### src/rtl/trace_tx_pkg.sv
// rtl/trace_tx_pkg.sv - shared constants, FSM type and width helpers for trace_tx
package trace_tx_pkg;

    // Port width codes; 2'b00 is treated like W1.
    localparam logic [1:0] W1 = 2'b01;
    localparam logic [1:0] W2 = 2'b10;
    localparam logic [1:0] W4 = 2'b11;

    localparam logic [7:0] SYNC_FF  = 8'hFF;
    localparam logic [7:0] SYNC_END = 8'h7F;

    typedef enum logic [1:0] {
        SYNC_FULL = 2'd0,
        SYNC_HALF = 2'd1,
        DATA      = 2'd2
    } state_t;

    function automatic logic [3:0] slots_per_byte(input logic [1:0] w);
        case (w)
            W4:      return 4'd2;
            W2:      return 4'd4;
            W1:      return 4'd8;
            default: return 4'd8;
        endcase
    endfunction

endpackage

### src/rtl/trace_tx_shifter.sv
// rtl/trace_tx_shifter.sv - serialises one byte into 1/2/4-bit slots, LSB first
//
// Ports:
//   clk, rst     system clock, synchronous active-high reset
//   load         take load_byte/load_width this edge; first slot appears at once
//   load_byte    byte to serialise
//   load_width   width code, latched for the whole byte
//   dout         current slot, unused pins 0
//   active       a byte is being presented
//   last         the slot on dout is the last one of the byte
module trace_tx_shifter
    import trace_tx_pkg::*;
(
    input  logic       clk,
    input  logic       rst,
    input  logic       load,
    input  logic [7:0] load_byte,
    input  logic [1:0] load_width,
    output logic [3:0] dout,
    output logic       active,
    output logic       last
);

    logic [7:0] rem;
    logic [1:0] width_q;
    logic [3:0] left;

    function automatic logic [3:0] slot_of(input logic [7:0] d, input logic [1:0] w);
        case (w)
            W4:      return d[3:0];
            W2:      return {2'b00, d[1:0]};
            default: return {3'b000, d[0]};
        endcase
    endfunction

    function automatic logic [7:0] shift_out(input logic [7:0] d, input logic [1:0] w);
        case (w)
            W4:      return {4'b0000, d[7:4]};
            W2:      return {2'b00, d[7:2]};
            default: return {1'b0, d[7:1]};
        endcase
    endfunction

    always_ff @(posedge clk) begin
        if (rst) begin
            dout    <= 4'd0;
            rem     <= 8'd0;
            width_q <= 2'd0;
            left    <= 4'd0;
            active  <= 1'b0;
        end else if (load) begin
            dout    <= slot_of(load_byte, load_width);
            rem     <= shift_out(load_byte, load_width);
            width_q <= load_width;
            left    <= slots_per_byte(load_width) - 4'd1;
            active  <= 1'b1;
        end else if (active && left != 4'd0) begin
            dout    <= slot_of(rem, width_q);
            rem     <= shift_out(rem, width_q);
            left    <= left - 4'd1;
        end else begin
            dout    <= 4'd0;
            active  <= 1'b0;
        end
    end

    assign last = active && (left == 4'd0);

endmodule

### src/rtl/trace_tx.sv
// rtl/trace_tx.sv - parallel trace-port transmitter with full/halfword sync insertion
//
// Ports:
//   clk, rst     system clock, synchronous active-high reset
//   width        port width code (00/01 = 1-bit, 10 = 2-bit, 11 = 4-bit)
//   txByte       byte to send, qualified by txValid, accepted when txReady
//   txValid      txByte valid
//   txReady      one-byte hold buffer is free
//   traceDout    trace data pins, one slot per clk
//   traceClkOut  trace clock, toggles every clk
//   syncing      a sync byte is on the pins
//   busy         a data byte is held or being shifted
module trace_tx
    import trace_tx_pkg::*;
#(
    parameter int SYNC_INTERVAL = 1024,
    parameter int CNT_W         = 16
) (
    input  logic       clk,
    input  logic       rst,
    input  logic [1:0] width,
    input  logic [7:0] txByte,
    input  logic       txValid,
    output logic       txReady,
    output logic [3:0] traceDout,
    output logic       traceClkOut,
    output logic       syncing,
    output logic       busy
);

    state_t             state, state_n;
    logic [1:0]         idx, idx_n;
    logic               hold_full;
    logic [7:0]         hold_byte;
    logic [CNT_W-1:0]   sync_cnt;
    logic [CNT_W-1:0]   cnt_inc;
    logic               full_pending;
    logic               out_en;
    logic               clk_q;
    logic               syncing_q;
    logic               sh_active, sh_last, boundary, seq_more;
    logic               accept, start_data, start_full;
    logic [7:0]         load_byte;
    logic               load_sync;

    // out_en keeps txReady low in the cycle right after reset so that
    // every output reads 0 there.
    assign txReady  = !hold_full && !rst && out_en;
    assign accept   = txValid && txReady;
    assign boundary = !sh_active || sh_last;
    // A sync sequence still has bytes to go; only meaningful while shifting.
    assign seq_more = sh_active &&
                      ((state == SYNC_FULL && idx != 2'd3) ||
                       (state == SYNC_HALF && idx == 2'd0));
    assign cnt_inc  = sync_cnt + 1'b1;

    trace_tx_shifter u_shifter (
        .clk        (clk),
        .rst        (rst),
        .load       (boundary),
        .load_byte  (load_byte),
        .load_width (width),
        .dout       (traceDout),
        .active     (sh_active),
        .last       (sh_last)
    );

    always_ff @(posedge clk) begin
        if (rst) begin
            state <= SYNC_FULL;
            idx   <= 2'd0;
        end else begin
            state <= state_n;
            idx   <= idx_n;
        end
    end

    always_comb begin
        state_n    = state;
        idx_n      = idx;
        start_data = 1'b0;
        start_full = 1'b0;
        if (boundary) begin
            if (seq_more) begin
                idx_n = idx + 2'd1;
            end else if (full_pending) begin
                state_n    = SYNC_FULL;
                idx_n      = 2'd0;
                start_full = 1'b1;
            end else if (hold_full) begin
                state_n    = DATA;
                idx_n      = 2'd0;
                start_data = 1'b1;
            end else begin
                state_n = SYNC_HALF;
                idx_n   = 2'd0;
            end
        end
    end

    // The byte to load is decided by where the FSM lands: the final byte of
    // either sync sequence is 7F, every other sync byte is FF.
    always_comb begin
        load_byte = SYNC_FF;
        load_sync = 1'b1;
        if (state_n == DATA) begin
            load_byte = hold_byte;
            load_sync = 1'b0;
        end else if ((state_n == SYNC_FULL && idx_n == 2'd3) ||
                     (state_n == SYNC_HALF && idx_n == 2'd1)) begin
            load_byte = SYNC_END;
        end
    end

    // An accept and a drain in the same edge keeps the buffer full with the
    // new byte; the old one has already been handed to the shifter.
    always_ff @(posedge clk) begin
        if (rst) begin
            hold_full <= 1'b0;
            hold_byte <= 8'd0;
        end else if (accept) begin
            hold_full <= 1'b1;
            hold_byte <= txByte;
        end else if (start_data) begin
            hold_full <= 1'b0;
        end
    end

    always_ff @(posedge clk) begin
        if (rst) begin
            sync_cnt     <= '0;
            full_pending <= 1'b1;
        end else if (start_full) begin
            full_pending <= 1'b0;
        end else if (start_data) begin
            if (SYNC_INTERVAL != 0 && cnt_inc == CNT_W'(SYNC_INTERVAL)) begin
                sync_cnt     <= '0;
                full_pending <= 1'b1;
            end else begin
                sync_cnt <= cnt_inc;
            end
        end
    end

    always_ff @(posedge clk) begin
        if (rst) begin
            clk_q     <= 1'b0;
            out_en    <= 1'b0;
            syncing_q <= 1'b0;
        end else begin
            clk_q  <= ~clk_q;
            out_en <= 1'b1;
            if (boundary) begin
                syncing_q <= load_sync;
            end
        end
    end

    assign traceClkOut = clk_q;
    assign syncing     = syncing_q;
    assign busy        = hold_full || (state == DATA);

endmodule
### config.mk
export PLATFORM = sky130hd
export DESIGN_NAME = trace_tx
export DESIGN_NICKNAME = d
export VERILOG_FILES = /design/src/rtl/trace_tx_pkg.sv /design/src/rtl/trace_tx_shifter.sv /design/src/rtl/trace_tx.sv
export SDC_FILE = /design/constraint.sdc
export NUM_CORES = 1
export LEC_CHECK = 0
export ABC_AREA = 1
export BUFFER_PORTS_ARGS = -buffer_cell sky130_fd_sc_hd__buf_2
export CAP_MARGIN = 40
export CORE_MARGIN = 2
export CORE_UTILIZATION = 45
export DETAILED_ROUTE_END_ITERATION = 7
export HOLD_SLACK_MARGIN = 0.15
export SKIP_LAST_GASP = 1
export SLEW_MARGIN = 20
export SYNTH_ARGS = -nofsm -noshare
export SYNTH_HDL_FRONTEND = slang
export SYNTH_SLANG_ARGS = --single-unit
export TNS_END_PERCENT = 30
### constraint.sdc
create_clock -name clk -period 2 [get_ports clk]
set_input_delay 0.4 -clock clk [delete_from_list [all_inputs] [get_ports clk]]
set_output_delay 0.4 -clock clk [all_outputs]
set_load 0.01 [all_outputs]
==> flow_summary.json, run 1 <==
{
  "synth_seq_cells": 51,
  "fmax_mhz": 567,
  "synth_edf_count": 0,
  "cts_tree": "built",
  "drive_gt1_frac": 0.150,
  "p_switching_w": 0.000564,
  "crit_arrival_ns": 1.97,
  "tns_ns": 0,
  "place_congestion": 0.826,
  "core_sq_mm": 0.00585,
  "start_kind": "register",
  "r2r_start": "sync_cnt[1]",
  "path_delay_family": "simple AND/OR/NAND/NOR gates",
  "ant_nets": 0,
  "yosys-top-cells-area": "dfxtp_1 (38%), nand2_1 (16%), nor2_1 (7.7%)",
  "path_class": "register to register",
  "grt.total_usage": 0.191,
  "finalCriticalPeriod_ns": 1.76,
  "rsz0062_at_grt": "no",
  "port_buffers": 20,
  "vias": 2443,
  "max_slew_margin": 0.697,
  "leakage_nw": 1.37,
  "hp-class": "input pin to register",
  "placedCellCount": 494,
  "viasPerCell": 4.88,
  "yosysTopAreaCell": "dfxtp_1",
  "syn_to_final_growth_pct": 11.7,
  "yosys_warnings": 0,
  "yosys.area.top_type_share": 0.380,
  "max-cap-violations": 0,
  "antenna_cells": 0,
  "hold_viol": 0,
  "io_pins": 21,
  "worstPathMaxFanout": 5,
  "power.share.clock": 0.333,
  "instances_no_fill": 501,
  "die_y_microns": 81.3,
  "grt_pass1_wl_mm": 9.78,
  "status": "complete, no violations",
  "cp_num_cells": 12,
  "timing.critical_path.mode_cell": "nand2_1",
  "synth_cell_type_count": 32,
  "clk_path_buf_depth": 2,
  "antenna_found_initial": 0,
  "fp.dieW_microns": 81.3,
  "routedWlPerCell_microns": 11.5,
  "dieArea_sq_mm": 0.00660,
  "grt_pass1_vias": 2220,
  "syn_avg_cell_area_sq_um": 6.68,
  "synthArstFlopShare": 0,
  "ctsRootBufferMaster": "clkbuf_8",
  "rows": 28,
  "cts.clk_slew.worst_paths_ns": 0.09,
  "drt_iter0_drc": 92,
  "clkLatencyLatePin_ns": 0.31,
  "final_nets": 444,
  "setup_viol": 0,
  "post-cts-setup-buffers": 0,
  "finalWorstSetupSlack_ns": 0.236,
  "gr-total-overflow": 0,
  "synth_ff_type": "dfxtp_1",
  "syn_nets": 420,
  "grt_max_degree": 27,
  "fin_crit_sh": 0.882,
  "hold_depth": 3,
  "syn-cell-area_sq_mm": 0.00269,
  "power.share.sequential": 0.524,
  "p_sw_frac": 0.266,
  "drtPass1Iterations": 4,
  "ir_worst_vdd_mv": 0.383,
  "syn_inst": 402,
  "cp_num_buf_inv": 0,
  "drt-total-wl_mm": 5.77,
  "cp-end-kind": "register",
  "cts_buffers": 5,
  "power.density_mw_per_mm2": 706,
  "ff2ff_path_depth": 12,
  "synth_seq_area_share": 0.380,
  "reg2reg_slack_ns": 0.24,
  "critPathLaunch": "sync_cnt[1]",
  "hp-start": "txByte[6]",
  "cp_cell_sequence": "ha_2, nand2_1, nor2_4, nand2_1, nand2_1, nand2_1, nor2_1, nand3_1, nor2_1, nand2_2, nand2_2, nor2_1",
  "drv_slew": 0,
  "skew_ns": 0.00571,
  "hpwl_mm": 4.22,
  "pre_cts_ws_ns": 0.202,
  "clock_sinks": 51,
  "timing.hold.ws_ns": 0.355,
  "pwr-share-comb": 0.144,
  "p_int_w": 0.00155,
  "required_ns": 2.20,
  "start_util": 0.459,
  "h-tree-depth": 2,
  "tightest_slew_ns": 0.453,
  "route.detailed.drc": 0,
  "cp_slowest_stage_delay_ns": 0.41,
  "slowest_stage": "dfxtp_1"
}
sequential cells by signal, summed over array words and instances, names as in the netlist, 2 cells and up:
register,cells
u_shifter.rem,7
u_shifter.dout,4
u_shifter.left,4
hold_byte,8
sync_cnt,16
idx,2
u_shifter.width_q,2
state,2
through the flow:
step	util	instance area [sq um]	total power, W
6_report	0.513	3000	0.00212
5_1_grt	0.513	3000	0.00223
4_1_cts	0.511	2990	0.00215
3_5_place_dp	0.493	2890	0.00144
3_3_place_gp	0.493	2890	0.00144
2_1_floorplan	-	2690	0.00135
metal layers:
layer | track usage | part of all wire | vias up
met5 | 0 | 0 | -
met4 | 0.0559 | 0.013 | 0
met3 | 0.0300 | 0.027 | 8
met2 | 0.339 | 0.47 | 38
met1 | 0.237 | 0.49 | 1078
li1 | - | - | 1319
worst min-delay path: cells and delay by family:
| family | cells | cell delay (ns) |
|---|---|---|
| buffers and inverters | 1 | 0.10 |
| and+or+nand+nor | 1 | 0.07 |
| AOI/OAI and AO/OA | 1 | 0.06 |
cell usage after synthesis, types with 2 or more instances:
cell type	number
buf_4	2
nand2_2	7
nand3_2	2
nor2_2	5
nand2_4	3
buf_1	2
nor2_1	55
nand2_1	112
nand4_1	6
nor2_4	2
clkbuf_1	2
xor2_1	4
buf_2	5
nor3_1	3
dfxtp_1	51
a211oi_1	3
o21ai_0	22
inv_1	43
a21oi_1	25
nand3_1	28
or2_2	3
inv_2	3
ha_1	5
cells in the final DEF, fill, tap and decap left out, types with 4 or more instances in the layout:
| cell | count |
|---|---|
| a21oi_1 | 25 |
| buf_2 | 20 |
| buf_4 | 8 |
| clkbuf_8 | 5 |
| dfxtp_1 | 50 |
| ha_1 | 4 |
| inv_1 | 43 |
| nand2_1 | 112 |
| nand2_2 | 7 |
| nand3_1 | 28 |
| nand4_1 | 6 |
| nor2_1 | 55 |
| nor2_2 | 4 |
| o21ai_0 | 22 |
| xor2_1 | 4 |
path summary, 6_finish.rpt:
path | to
min reg2reg | traceClkOut
min | hold_byte[6]
max | sync_cnt[10]
max reg2reg | sync_cnt[10]
power by group through the flow:
stage | Combinational (W) | Clock, W | Sequential (W)
2_1_floorplan | 0.000223 | 0 | 0.00113
3_5_place_dp | 0.000306 | 0 | 0.00113
4_1_cts | 0.000307 | 0.000732 | 0.00111
3_3_place_gp | 0.000305 | 0 | 0.00113
5_1_grt | 0.000350 | 0.000764 | 0.00112
6_report | 0.000304 | 0.000705 | 0.00111
kinds of logic (layout without fill, tap and decap cells):
group                      after synthesis  in the layout  share of synthesized area
adders and majority gates                5              5                     0.0233
xor gates and xnor gates                 4              4                     0.0130
DFF                                     51             51                      0.380
buffers and inverters                   57             81                     0.0848
and+or+nand+nor                        229            229                      0.385
muxes                                    1              1                    0.00373
AOI/OAI and AO/OA                       55             55                      0.110
layout make-up:
cell class / count / area (sq um)
flip-flops and latches: 51 / 1020
inverters: 46 / 173
clock inverters: 2 / 37.5
well taps: 75 / 93.8
clock buffers: 5 / 68.8
fillers: 593 / 2850
repair buffers: 28 / 160
multi-input cells: 294 / 1450
repair_timing:
item	CTS	global route
setup endpoints to repair	0	3
gates resized for setup	0	3
hold buffers	0	0
No activity file was read; power rests on OpenSTA's default activity.
==> run 2: changes to the inputs <==
--- a/config.mk
+++ b/config.mk
@@ -12,8 +12,8 @@
 export CORE_UTILIZATION = 45
 export DETAILED_ROUTE_END_ITERATION = 7
 export HOLD_SLACK_MARGIN = 0.15
+export PLACE_DENSITY = 0.65
 export SKIP_LAST_GASP = 1
-export SLEW_MARGIN = 20
 export SYNTH_ARGS = -nofsm -noshare
 export SYNTH_HDL_FRONTEND = slang
 export SYNTH_SLANG_ARGS = --single-unit
==> constraint.sdc (replaced) <==
create_clock -name clk -period 1.41 [get_ports clk]
set_input_delay 0.282 -clock clk [delete_from_list [all_inputs] [get_ports clk]]
set_output_delay 0.282 -clock clk [all_outputs]
set_load 0.01 [all_outputs]
==> run 2 against run 1 <==
Combinational power grew 130%. Clock-buffer cell count is the same. The run now ends with setup timing left. Core utilization grew 13 points. Global-route usage grew 2.5 points. Clock skew is essentially flat. Die area is the same. Highest routed layer unchanged. Sequential power grew 41%. Final area grew 25%. First-iteration DRC count grew 18%.
==> flow_summary.json, run 2 (synthesized netlist as in run 1, its figures left out) <==
{
  "rsz0062_at_grt": "yes",
  "largestRegisters": "sync_cnt (16), hold_byte (8), u_shifter.rem (7)",
  "route.detailed.drc": 0,
  "hold_viol": 0,
  "setup_viol": 32,
  "drv_slew": 0,
  "vias": 2783,
  "fp.dieW_microns": 81.3,
  "slowest_stage": "dfxtp_2",
  "hold_buffers": 0,
  "grt_pass1_vias": 2625,
  "worstPathMaxFanout": 5,
  "hpwl_mm": 4.73,
  "cts_buffers": 5,
  "path_delay_family": "simple AND/OR/NAND/NOR gates",
  "max_slew_margin": 0.782,
  "grt.met1_usage": 0.262,
  "skew_ns": 0.00564,
  "cp_slowest_stage_delay_ns": 0.34,
  "die_y_microns": 81.3,
  "grt_use_met2": 0.383,
  "pwr-share-comb": 0.213,
  "finalWorstSetupSlack_ns": -0.241,
  "reg2reg_slack_ns": -0.24,
  "port_buffers": 20,
  "hold_depth": 3,
  "ir_worst_vdd_mv": 0.694,
  "fin_crit_sh": 1.17,
  "mostFrequentLayoutCells": "nand2_1 (102), buf_4 (73), nor2_1 (47), dfxtp_1 (41), inv_1 (38)",
  "power.density_mw_per_mm2": 883,
  "status": "complete, but fails checks",
  "hp-start": "txByte[6]",
  "finalCriticalPeriod_ns": 1.65,
  "r2r_start": "idx[0]",
  "violations": "setup timing",
  "ff2ff_path_depth": 15,
  "min_to": "hold_byte[6]",
  "grt.total_usage": 0.216,
  "top_usage_layer": "met2",
  "clock_sinks": 51,
  "cts.clk_slew.worst_paths_ns": 0.10,
  "drive_gt1_frac": 0.360,
  "ctsRootBufferMaster": "clkbuf_8",
  "syn_to_final_growth_pct": 39.6,
  "rows": 28,
  "grt_max_degree": 27,
  "antenna_found_initial": 0,
  "drt_iter0_drc": 109,
  "routedWlPerCell_microns": 11.6,
  "p_sw_frac": 0.281,
  "core_sq_mm": 0.00585,
  "drtPass1Iterations": 4,
  "gr-total-overflow": 0,
  "seqCellArea_sq_mm": 0.00104,
  "timing.critical_path.mode_cell": "nand2_4",
  "power.share.sequential": 0.475,
  "tns_ns": -3.69,
  "required_ns": 1.62,
  "drt-total-wl_mm": 6.60,
  "start_kind": "register",
  "start_util": 0.459,
  "tightest_slew_ns": 0.327,
  "fmax_mhz": 606,
  "regMostFlops": "sync_cnt",
  "max-cap-violations": 0,
  "use_met3": 0.0367,
  "final_nets": 512,
  "cp_cell_sequence": "inv_2, ha_4, inv_2, nand2_2, nand3_4, nand2_4, nand2_4, nand2_4, nand2_4, inv_6, nand2_4, nand2_1, nand2_1, nor2_2, nor2_1",
  "path_class": "register to register",
  "cp-end-kind": "register",
  "hp-class": "input pin to register",
  "viasPerCell": 4.88,
  "final_common_cell": "nand2_1",
  "place_congestion": 0.883,
  "antenna_cells": 0,
  "power.share.clock": 0.312,
  "clkLatencyLatePin_ns": 0.31,
  "p_int_w": 0.00238,
  "p_total_w": 0.00331,
  "p_switching_w": 0.000931,
  "leakage_nw": 1.76,
  "cp_num_buf_inv": 3,
  "multi_input_area_sq_mm": 0.00164,
  "fill_cells": 521,
  "io_pins": 21,
  "crit_arrival_ns": 1.86,
  "h-tree-depth": 2,
  "ant_nets": 0,
  "largest_register_ffs": 16,
  "grt_pass1_wl_mm": 11.2,
  "clk_path_buf_depth": 2,
  "cts_tree": "built",
  "dieArea_sq_mm": 0.00660,
  "critical_path.reg2reg.endpoint": "u_shifter.rem[0]"
}
[run 2: cell count changes in the layout (fill, tap and decap cells not counted), sizes merged]
cell	change
clkinv	+3
inv	-1
buf	+68
clkinvlp	-1
[run 2: area by class of cell]
type,instances,area share
clock buffers,5,0.0184
clock inverters,3,0.0117
flip-flops and latches,51,0.277
inverters,46,0.0487
repair buffers,96,0.183
well taps,75,0.0250
multi-input cells,294,0.436
[run 2: power by group through the flow]
stage	registers, W	clock network (W)	logic [W]
after global routing	0.00159	0.00112	0.000782
after CTS	0.00157	0.00107	0.000630
after detailed placement	0.00160	0	0.000569
after floorplan	0.00160	0	0.000337
final	0.00157	0.00103	0.000705
after global placement	0.00160	0	0.000562
[run 2: through the flow]
step / setup slack, ns / utilization / cells / instance area, sq um / hold WS (ns)
floorplan: -0.156 / - / 402 / 2750 / 0.417
global placement: -0.234 / 0.582 / 555 / 3410 / 0.395
detailed placement: -0.292 / 0.582 / 555 / 3410 / 0.400
CTS: -0.225 / 0.619 / 568 / 3620 / 0.230
global route: -0.347 / 0.641 / 570 / 3750 / 0.249
finish: -0.241 / 0.641 / 570 / 3750 / 0.233
[run 2: worst reg2reg max path, stage by stage (launching register included)]
cell	delay (ns)
dfxtp_2	0.34
inv_2	0.08
ha_4	0.13
inv_2	0.03
nand2_2	0.07
nand3_4	0.13
nand2_4	0.11
nand2_4	0.05
nand2_4	0.11
nand2_4	0.09
inv_6	0.08
nand2_4	0.05
nand2_1	0.06
nand2_1	0.06
nor2_2	0.13
nor2_1	0.06
[run 2: timing repair]
action                     4_1_cts  5_1_grt
setup endpoints to repair       31       46
pin swaps                       16        9
setup buffers                    6        2
resized for setup               21       32
[run 2: worst max path at each step]
stage,slack [ns],to,from,cells after the start
after floorplan,-0.16,sync_cnt[10],idx[0],14
after global placement,-0.23,sync_cnt[10],idx[0],14
after detailed placement,-0.29,sync_cnt[10],idx[0],14
after CTS,-0.23,sync_cnt[10],idx[0],14
after global routing,-0.35,u_shifter.rem[0],idx[0],15
final,-0.24,u_shifter.rem[0],idx[0],15
[run 2: per-layer routing]
| metal | share of wire | wire, microns |
|---|---|---|
| met4 | 0.015 | 99 |
| met3 | 0.026 | 172 |
| met2 | 0.51 | 3360 |
| met1 | 0.45 | 2970 |
| met5 | 0 | 0 |
==> run 3: changes to the inputs <==
--- a/config.mk
+++ b/config.mk
@@ -9,10 +9,10 @@
 export BUFFER_PORTS_ARGS = -buffer_cell sky130_fd_sc_hd__buf_2
 export CAP_MARGIN = 40
 export CORE_MARGIN = 2
-export CORE_UTILIZATION = 45
+export CORE_UTILIZATION = 31
+export CTS_BUF_LIST = sky130_fd_sc_hd__clkbuf_16
 export DETAILED_ROUTE_END_ITERATION = 7
 export HOLD_SLACK_MARGIN = 0.15
-export PLACE_DENSITY = 0.65
 export SKIP_LAST_GASP = 1
 export SYNTH_ARGS = -nofsm -noshare
 export SYNTH_HDL_FRONTEND = slang
==> run 3 against run 2 <==
The run still ends with setup timing left. Maximum frequency increased by 0.66%. Clock power increased by 14%. Sequential power about the same. Cell count increased by 4.4%. Register-to-register slack about the same. Die area increased by 43%. Highest routed layer unchanged.
==> flow_summary.json, run 3 (synthesized netlist as in run 1, its figures left out) <==
{
  "finalWorstSetupSlack_ns": -0.230,
  "hold_depth": 3,
  "hpwl_mm": 5.09,
  "antenna_cells": 0,
  "cts_buffers": 5,
  "ctsRootBufferMaster": "clkbuf_16",
  "tightest_slew_ns": 0.333,
  "power.density_mw_per_mm2": 909,
  "cp-end-kind": "register",
  "rsz0062_at_grt": "yes",
  "grt.total_usage": 0.156,
  "route.detailed.drc": 0,
  "p_total_w": 0.00337,
  "fmax_mhz": 610,
  "leakage_nw": 1.75,
  "start_kind": "register",
  "routedWlPerCell_microns": 11.6,
  "max_slew_margin": 0.777,
  "min_to": "hold_byte[5]",
  "mostFrequentLayoutCells": "nand2_1 (102), buf_4 (70), nor2_1 (47), dfxtp_1 (42), inv_1 (41)",
  "cts.clk_slew.worst_paths_ns": 0.07,
  "clkLatencyLatePin_ns": 0.29,
  "rows": 33,
  "required_ns": 1.58,
  "vias": 2720,
  "crit_arrival_ns": 1.81,
  "hold_viol": 0,
  "dieArea_sq_mm": 0.00943,
  "io_pins": 21,
  "syn_to_final_growth_pct": 37.9,
  "hp-start": "txByte[5]",
  "setup_viol": 34,
  "port_buffers": 20,
  "timing.critical_path.mode_cell": "nand2_2",
  "place_congestion": 0.853,
  "drive_gt1_frac": 0.339,
  "final_nets": 507,
  "max-cap-violations": 0,
  "ant_nets": 0,
  "drt_iter0_drc": 169,
  "die_y_microns": 97.1,
  "drtPass1Iterations": 4,
  "reg2reg_slack_ns": -0.23,
  "ff2ff_path_depth": 9,
  "start_util": 0.324,
  "grt_pass1_vias": 2683,
  "grt_max_degree": 27,
  "largestRegisters": "sync_cnt (16), hold_byte (8), u_shifter.rem (7)",
  "gr-total-overflow": 0,
  "critical_path.reg2reg.endpoint": "full_pending",
  "clock_sinks": 51,
  "utilization": 0.446,
  "placedCellCount": 579,
  "violations": "setup timing",
  "final_common_cell": "nand2_1",
  "grt_pass1_wl_mm": 12.3,
  "cts_tree": "built",
  "fin_crit_sh": 1.16,
  "r2r_start": "sync_cnt[1]",
  "hp-class": "input pin to register",
  "drt-total-wl_mm": 6.90,
  "worstPathMaxFanout": 6,
  "skew_ns": 0.00910,
  "cp_slowest_stage_delay_ns": 0.37,
  "ir_worst_vdd_mv": 0.457,
  "clk_path_buf_depth": 2,
  "regMostFlops": "sync_cnt",
  "drv_slew": 0,
  "status": "complete, but fails checks",
  "antenna_found_initial": 0,
  "fill_cells": 843,
  "tns_ns": -3.71,
  "h-tree-depth": 2,
  "fp.dieW_microns": 97.1,
  "viasPerCell": 4.57,
  "path_class": "register to register",
  "largest_register_ffs": 16,
  "core_sq_mm": 0.00830,
  "cp_cell_sequence": "nand2_2, nor2_4, buf_6, nand4_1, xor2_1, nor2_2, nand2_2, buf_4, nand3_1",
  "finalCriticalPeriod_ns": 1.64,
  "instances_no_fill": 595,
  "critPathLaunch": "sync_cnt[1]",
  "slowest_stage": "dfxtp_4"
}
-- run 3: changes by cell type in the layout (fill, tap and decap cells not counted), sizes merged --
| cell | delta |
|---|---|
| buf | -5 |
| bufinv | -1 |
| clkinv | -2 |
| inv | +3 |
-- run 3: metal layers --
layer,vias up,track usage,part of all wire
li1,1447,-,-
met1,1235,0.199,0.47
met2,30,0.274,0.49
met3,8,0.0245,0.022
met4,0,0.0433,0.014
met5,-,0,0
-- run 3: power by group --
group,internal (W),leakage (nW),switching (W)
clock,0.000643,0.0762,0.000523
sequential,0.00152,0.423,0.0000489
combinational,0.000288,1.25,0.000341
-- run 3: critical path: cells and delay by family (launching register included) --
kind	cells	cell delay, ns
buffers and inverters	2	0.26
AND/OR/NAND/NOR	6	0.63
XOR/XNOR	1	0.26
flip-flops	1	0.37
-- run 3: through the flow --
stage          hold slack (ns)  setup slack (ns)  cell area [sq um]
5_1_grt                  0.292            -0.369               3700
3_5_place_dp             0.401            -0.316               3400
6_report                 0.273            -0.230               3700
3_3_place_gp             0.394            -0.301               3400
2_1_floorplan            0.417            -0.156               2750
4_1_cts                  0.264            -0.209               3650
-- run 3: layout make-up --
cell class,count,area (sq um),area share
Sequential cell,51,1040,0.280
Inverter,46,178,0.0480
Tap cell,105,131,0.0355
Clock buffer,5,125,0.0338
Multi-Input combinational cell,294,1580,0.428
Clock inverter,3,12.5,0.00338
Timing Repair Buffer,91,637,0.172
-- run 3: repair_timing --
action	in CTS	in global routing
endpoints found under the setup margin	33	45
pin swaps	13	5
gates resized for setup	20	15
hold buffers	0	0
buffers inserted	7	1
hold endpoints to repair	0	0
-- run 3: how the worst max path moves through the flow --
stage | end | slack, ns
4_1_cts | sync_cnt[0] | -0.21
5_1_grt | u_shifter.rem[2] | -0.37
6_report | full_pending | -0.23
2_1_floorplan | sync_cnt[10] | -0.16
3_3_place_gp | sync_cnt[1] | -0.30
3_5_place_dp | sync_cnt[0] | -0.32
